File: src/rtl/switch_unit.sv
// switch_unit
//   2x2 crossbar cell of the PN96 permutation network. Routes two words
//   straight (ctrl=0) or crossed (ctrl=1). With PIPE=1 the routed words are
//   registered and held while in_valid is low, so idle lanes do not toggle.
//   With PIPE=0 the cell is purely combinational.
//
// Parameters
//   WIDTH     : data word width
//   PIPE      : 1 = registered outputs, 0 = combinational outputs
// Ports
//   clk       : rising-edge clock
//   rst       : synchronous active-high reset
//   in1, in2  : upper / lower input words
//   ctrl      : 0 = straight, 1 = cross
//   in_valid  : inputs and ctrl meaningful this cycle
//   out1, out2: upper / lower output words
//   out_valid : outputs carry a routed word
module switch_unit #(
  parameter int WIDTH = 1,
  parameter int PIPE  = 1
) (
  input  logic             clk,
  input  logic             rst,
  input  logic [WIDTH-1:0] in1,
  input  logic [WIDTH-1:0] in2,
  input  logic             ctrl,
  input  logic             in_valid,
  output logic [WIDTH-1:0] out1,
  output logic [WIDTH-1:0] out2,
  output logic             out_valid
);

  logic [WIDTH-1:0] route1;
  logic [WIDTH-1:0] route2;

  assign route1 = ctrl ? in2 : in1;
  assign route2 = ctrl ? in1 : in2;

  if (PIPE != 0) begin : g_pipe
    logic [WIDTH-1:0] out1_q;
    logic [WIDTH-1:0] out2_q;
    logic             valid_q;

    // Reset wins over in_valid, so a word presented under reset is dropped.
    always_ff @(posedge clk) begin
      if (rst) begin
        out1_q  <= '0;
        out2_q  <= '0;
        valid_q <= 1'b0;
      end else begin
        valid_q <= in_valid;
        if (in_valid) begin
          out1_q <= route1;
          out2_q <= route2;
        end
      end
    end

    assign out1      = out1_q;
    assign out2      = out2_q;
    assign out_valid = valid_q;
  end else begin : g_comb
    // Clock and reset have no effect in the combinational build.
    logic unused_clk_rst;
    assign unused_clk_rst = &{1'b0, clk, rst};

    assign out1      = route1;
    assign out2      = route2;
    assign out_valid = in_valid;
  end

endmodule

File: config.mk
export PLATFORM = sky130hd
export DESIGN_NAME = switch_unit
export DESIGN_NICKNAME = d
export VERILOG_FILES = /design/src/rtl/switch_unit.sv
export SDC_FILE = /design/constraint.sdc
export NUM_CORES = 1
export LEC_CHECK = 0
export BUFFER_PORTS_ARGS = -buffer_cell sky130_fd_sc_hd__clkbuf_2
export CAP_MARGIN = 5
export CORE_AREA = 2 2 39 41
export DETAILED_ROUTE_END_ITERATION = 10
export DIE_AREA = 0 0 41 43
export SLEW_MARGIN = 20
export SYNTH_ARGS = -nofsm -noshare
export SYNTH_HDL_FRONTEND = slang
export SYNTH_SLANG_ARGS = --single-unit
File: constraint.sdc
create_clock -name clk -period 0.8 [get_ports clk]
set_input_delay 0.04 -clock clk [delete_from_list [all_inputs] [get_ports clk]]
set_output_delay 0.04 -clock clk [all_outputs]
set_load 0.005 [all_outputs]
* After elaboration in Yosys (flattened, before gate mapping) *
Cells that the tools add are included.

storage, ports and cells
  bits in registers = 3
  input port bits = 6

cells by class
  mux-type cells = 2

operators by type and width
  kind    number
  $mux 1  2

* Logic depth before layout (Yosys ltp) *
Gate-level depths: netlist of run 1.

  depth after elaboration = 1
  depth in mapped cells = 2
  depth with buffers taken out = 2

* Worst setup path after synthesis of run 1 *
OpenSTA, ideal clock, no wires.

  path type = register -> register
  start point = register out2 (netlist name)
  end point = register g_pipe.out2_q (netlist: out2)
  library setup time = 86 ps
  arrival = 537 ps
  data required time = 714 ps
  path slack = 178 ps
  stages on the path, launching flop included = 3
  buffers on the path = 0
  clock period less this slack = 622 ps
  cells stage by stage = dfxtp_1 > nor2_1 > a211oi_1

RTL lines
  item                  RTL line  text
  end signal, assigned  54        out2_q <= route2;
  end, declared         41        logic [WIDTH-1:0] out2_q;

* Worst setup path in the final report of run 1 *
  start point = register g_pipe.out1_q (netlist: out1)
  end point = output out1

RTL lines
  item                    RTL line  text
  start, declared         40        logic [WIDTH-1:0] out1_q;
  start signal, assigned  53        out1_q <= route1;
  end, declared           28        output logic [WIDTH-1:0] out1,

No word-level cell between the ends.

==> metrics, run 1 <==
Avg WL per Cell=about 6.7 µm; r2r worst-path depth=2; LEAKAGE=0.0984 nW; Yosys top cell area share=between 50% and 60%; worst hold start=in_valid; core area=around 0.0014 mm²; area leader, netlist=dfxtp_1; Final setup viols=0; RePlAce Congestion=around 0.42; Worst R2R Start=out1$_SDFFE_PP0P_; DRT Wirelength=~260 µm; htree depth=1; pre-CTS setup slack=0.171 ns; critical path class=reg -> out; Hold Violations, Final=0; setup TNS=0 ns; drt first pass iters=4; GRT Util Overall=under 10%; Distinct cells, synth=5; maximum root-to-sink buffer count=2; Vias/cell=around 3.0; Critical Path End Type=primary output; Final Net Count=30; Net Count, Synth=16; layout cell share with drive strength beyond 1=between 40% and 50%; routed vias=between 100 and 150; CTS buffer count=3; CP required=0.76 ns; Port-buffer cells=8; commonest non-fill, non-tap cell in the layout=clkbuf_2; largest net degree at the start of global routing=6; post-synthesis sequential area ratio=between 50% and 60%; CTS clk-pin slew, worst paths=~0.040 ns; Final Skew=0 ns; worst r2r dst=out1$_SDFFE_PP0P_; die height=approximately 43 µm; hold crit path type=in -> reg; CTS root buffer=clkbuf_4; Synth area leaders=dfxtp_1, mux2i_1, a211oi_1, nor2_1, nor2b_1; Inst Count DP=34; full die area=approximately 0.0018 mm²; Post-CTS Setup Inserts=0; CP bufs+invs=1; Avg Cell Area, Syn=10.9 µm²; Slew Limit Fails=0; Worst Setup Slack, final=0.0803 ns; Final Core Density=14.8%; initial antenna violation count=0; f_max=between 1 and 1.5 GHz; crit path time final=between 0.7 and 0.8 ns; final hold slack=roughly 0.044 ns; power per cell area=2330 mW/mm²; first-pass GRT wire length=between 300 and 400 µm; maxcap violations=0; Starting Density=between 7 and 8%; I/O Pins=9; CP Cell Sequence=clkbuf_2; startpoint types=register; # diodes=0; CTS tree=built; Sink Count=3; VDD IR max=around 0.47 mV; Worst-Skew Late Latency=between 0.2 and 0.25 ns; Die W=41 µm; Hold Path Cell Cnt=2; area grow syn2layout=88.5%; max incr delay on CP=around 0.33 ns; Row Count=14; DRT iter0 DRCs=1; data arrival time of the critical path=~0.68 ns; RSZ-0062 raised after global routing=no; outcome=finished clean; crit path from=out1$_SDFFE_PP0P_; most frequent cells in the layout=clkbuf_2, clkbuf_4, dfxtp_1; drt drc=0; synthesized cell area=roughly 110 µm²; part of the cycle the worst path needs=90.0%; number of synthesis warnings=0; Worst Max-Slew Pin Slew=between 0.1 and 0.15 ns; Worst Path Max Fanout=2; flop2flop setup slack=~0.16 ns; Post-Syn Instances=10; Slew HR=~90%; hold path endpoint=out2$_SDFFE_PP0P_; total congestion overflow=0; flops & latches, synth=3; final cell count without fillers=39; cts repair resizes=0; Crit path max-delay family=flip-flops; ANT nets after route=0; Critical Path Slowest Stage Cell=dfxtp_1; vias in the first global route=between 100 and 150
==> logic make-up after synthesis <==
kind of cell	after synthesis	share of synthesized area (%)
flip-flops	3	55.2
multiplexers	2	18.4
AO/OA/AOI/OAI	2	13.8
AND/OR/NAND/NOR	3	12.6
==> how the worst max path moves through the flow <==
stage	to	slack, ns	cells after the start
after floorplan	out2$_SDFFE_PP0P_	0.18	2
after global placement	out2$_SDFFE_PP0P_	0.18	2
after detailed placement	out2$_SDFFE_PP0P_	0.17	2
after CTS	out1	0.08	1
after global routing	out1	0.06	1
final	out1	0.08	1
==> synthesized netlist by cell type, drive strengths merged <==
cell type and count:
dfxtp 3, a211oi 2, mux2i 2, nor2 2, nor2b 1
==> where the power goes <==
part           internal (mW)  total [mW]  switching [mW]  leakage [nW]
clock network          0.187       0.265          0.0782        0.0150
registers              0.161       0.165         0.00424        0.0250
logic                 0.0285      0.0489          0.0204        0.0584
total                  0.376       0.479           0.103        0.0984
==> layer usage <==
metal	global-route usage, %	vias up	part of all wire (%)
met5	0	-	0
met4	4.00	0	0
met3	3.14	0	13
met2	3.44	9	30
met1	4.14	46	57
li1	-	63	-
==> sequential cells by signal, indices dropped and copies added (netlist names) <==
register / count
out2: 1
out1: 1
out_valid: 1
==> layout make-up <==
type	instances	area (µm²)
Clock buffer	4	26.3
Fill cell	160	1180
Multi-Input combinational cell	7	48.8
Sequential cell	3	60.1
Tap cell	16	20.0
Timing Repair Buffer	9	50.0
==> timing repair <==
action,4_1_cts,5_1_grt
hold buffers,1,0
hold endpoints to repair,1,0
endpoints found under the setup margin,0,0
==> through the flow <==
stage               area (µm²)  total power [mW]
floorplan                  109             0.183
global placement           169             0.213
detailed placement         169             0.214
CTS                        205             0.498
global route               205             0.516
finish                     205             0.479
No activity file was read; power rests on OpenSTA's default activity.
==> inputs of run 2 (changes only) <==
--- a/config.mk
+++ b/config.mk
@@ -5,6 +5,7 @@
 export SDC_FILE = /design/constraint.sdc
 export NUM_CORES = 1
 export LEC_CHECK = 0
+export ABC_AREA = 1
 export BUFFER_PORTS_ARGS = -buffer_cell sky130_fd_sc_hd__clkbuf_2
 export CAP_MARGIN = 5
 export CORE_AREA = 2 2 39 41
==> metrics, run 2 <==
largest net degree at the start of global routing=6; GRT Util Overall=slightly below 5%; Net Count, Synth=26; Worst Max-Slew Pin Slew=0.135 ns; CP required=0.97 ns; I/O Pins=9; first-pass GRT wire length=524 µm; drt drc=0; simple-gate share of the synthesized area=32.7%; Die W=41 µm; Worst Path Max Fanout=2; Critical Path End Type=register; main combinational cell family by area after synthesis=simple AND/OR/NAND/NOR gates; number of synthesis warnings=0; RePlAce Congestion=around 0.56; Post-synth EDFFs=0; Final Skew=0 ns; Post-Syn Instances=20; htree depth=1; Slew Limit Fails=0; outcome=finished clean; Post-Synth Adder-Cell Area=0%; ANT nets after route=0; CTS tree=built; fillers=around 170; part of the cycle the worst path needs=between 90% and 100%; most frequent cell after synthesis=nor2_1; XOR/XNOR Fraction of Synth Area=0%; Vias/cell=between 3 and 4; Final Net Count=40; final cell count without fillers=just under 50; total power=0.489 mW; layout cell share with drive strength beyond 1=a little over a third; vias in the first global route=165; crit path time final=approximately 0.74 ns; routed vias=~150; hold crit path type=in -> reg; critical path class=in -> reg; commonest non-fill, non-tap cell in the layout=clkbuf_2; Slew HR=between 90% and 100%; Starting Density=a little under a tenth; full die area=0.00176 mm²; Synth Flop Type=dfxtp_1; die height=approximately 43 µm; RSZ-0062 raised after global routing=no; Synth area leaders=dfxtp_1, nor2_1, inv_1, nand2_1, o21ai_0; CTS root buffer=clkbuf_4; VDD IR max=~0.22 mV; data arrival time of the critical path=between 0.9 and 1 ns; power per cell area=approximately 2200 mW/mm²; setup TNS=0 ns; initial antenna violation count=0; Final setup viols=0; most frequent cells in the layout=clkbuf_2, nor2_1, nand2_1; final hold slack=approximately 0.065 ns; startpoint types=primary input; total congestion overflow=0; f_max=between 1 and 1.5 GHz; maxcap violations=0; Post-CTS Setup Inserts=0; CTS buffer count=3; flops & latches, synth=3; maximum root-to-sink buffer count=2; DRT iter0 DRCs=0; # diodes=0; CTS clk-pin slew, worst paths=about 0.040 ns; Sink Count=3; Distinct cells, synth=5; Inst Count DP=44; Worst-Skew Late Latency=about 0.23 ns; most instantiated cells after synthesis=nor2_1, inv_1, nand2_1; multiplexer share of the synthesized area=0%; post-synthesis sequential area ratio=between 40% and 50%; Hold Violations, Final=0; Avg Cell Area, Syn=roughly 6.3 µm²; Async S/R FF share, synth=0%; area leader, netlist=dfxtp_1; DP HPWL=231 µm; Port-buffer cells=8; LEAKAGE=between 0.1 and 0.15 nW; area grow syn2layout=76.2%; post-synthesis compound-gate area fraction=7.92%; drt first pass iters=1; Row Count=14; DRT Wirelength=~290 µm; Avg WL per Cell=between 5 and 6 µm; synthesized cell area=about 130 µm²; core area=between 0.001 and 0.0015 mm²; Yosys top cell area share=47.5%
==> run 2: what timing repair did <==
| action | CTS | global route |
|---|---|---|
| resized for setup | 0 | 2 |
| hold buffers | 1 | 0 |
| endpoints found under the hold margin | 1 | 0 |
| setup endpoints to repair | 0 | 2 |
==> run 2: cell type report <==
type	instances	area, µm²	share of cell area [%]
multi-input combinational	13	51.3	23.0
sequential	3	60.1	27.0
tap	16	20.0	8.99
timing repair buffer	9	50.0	22.5
inverter	4	15.0	6.74
clock buffer	4	26.3	11.8
==> run 2: kinds of logic (layout without fill, tap and decap cells) <==
kind of cell / after synthesis / after routing
buf+inv: 4 / 17
compound gates: 2 / 2
flops: 3 / 3
simple gates: 11 / 11
==> run 2: worst paths after layout <==
path,startpoint,to,slack (ns),cells past startpoint
hold / removal,in_valid,out_valid$_SDFF_PP0_,0.06,3
setup reg to reg,out2$_SDFFE_PP0P_,out2$_SDFFE_PP0P_,0.18,2
setup / recovery,rst,out2$_SDFFE_PP0P_,0.06,5
hold reg to reg,out1$_SDFFE_PP0P_,out1$_SDFFE_PP0P_,0.49,2
==> run 2: layer usage <==
metal / vias to the layer above / wire length, µm / global-route usage (%)
li1: 83 / - / -
met1: 65 / 97 / 4.15
met2: 3 / 175 / 6.56
met3: 0 / 15 / 1.57
met4: 0 / 0 / 8.00
met5: - / 0 / 0
==> run 2: critical path: stages <==
cell	delay (ns)
dlygate4sd3_1	0.53
clkbuf_2	0.12
inv_2	0.05
o21ai_0	0.07
nor2_1	0.10
==> run 2: metrics by stage <==
stage,utilization [%],cell area [µm²],setup WS [ns]
after CTS,16.1,223,0.0595
after global routing,16.1,223,0.00935
after floorplan,-,126,0.191
final,16.1,223,0.0644
after global placement,13.5,186,0.194
after detailed placement,13.5,186,0.187
==> run 2: where the power goes <==
group / leakage [nW] / switching (mW) / internal, mW
sequential: 0.0250 / 0.00355 / 0.160
combinational: 0.0861 / 0.0268 / 0.0282
clock: 0.0150 / 0.0831 / 0.187
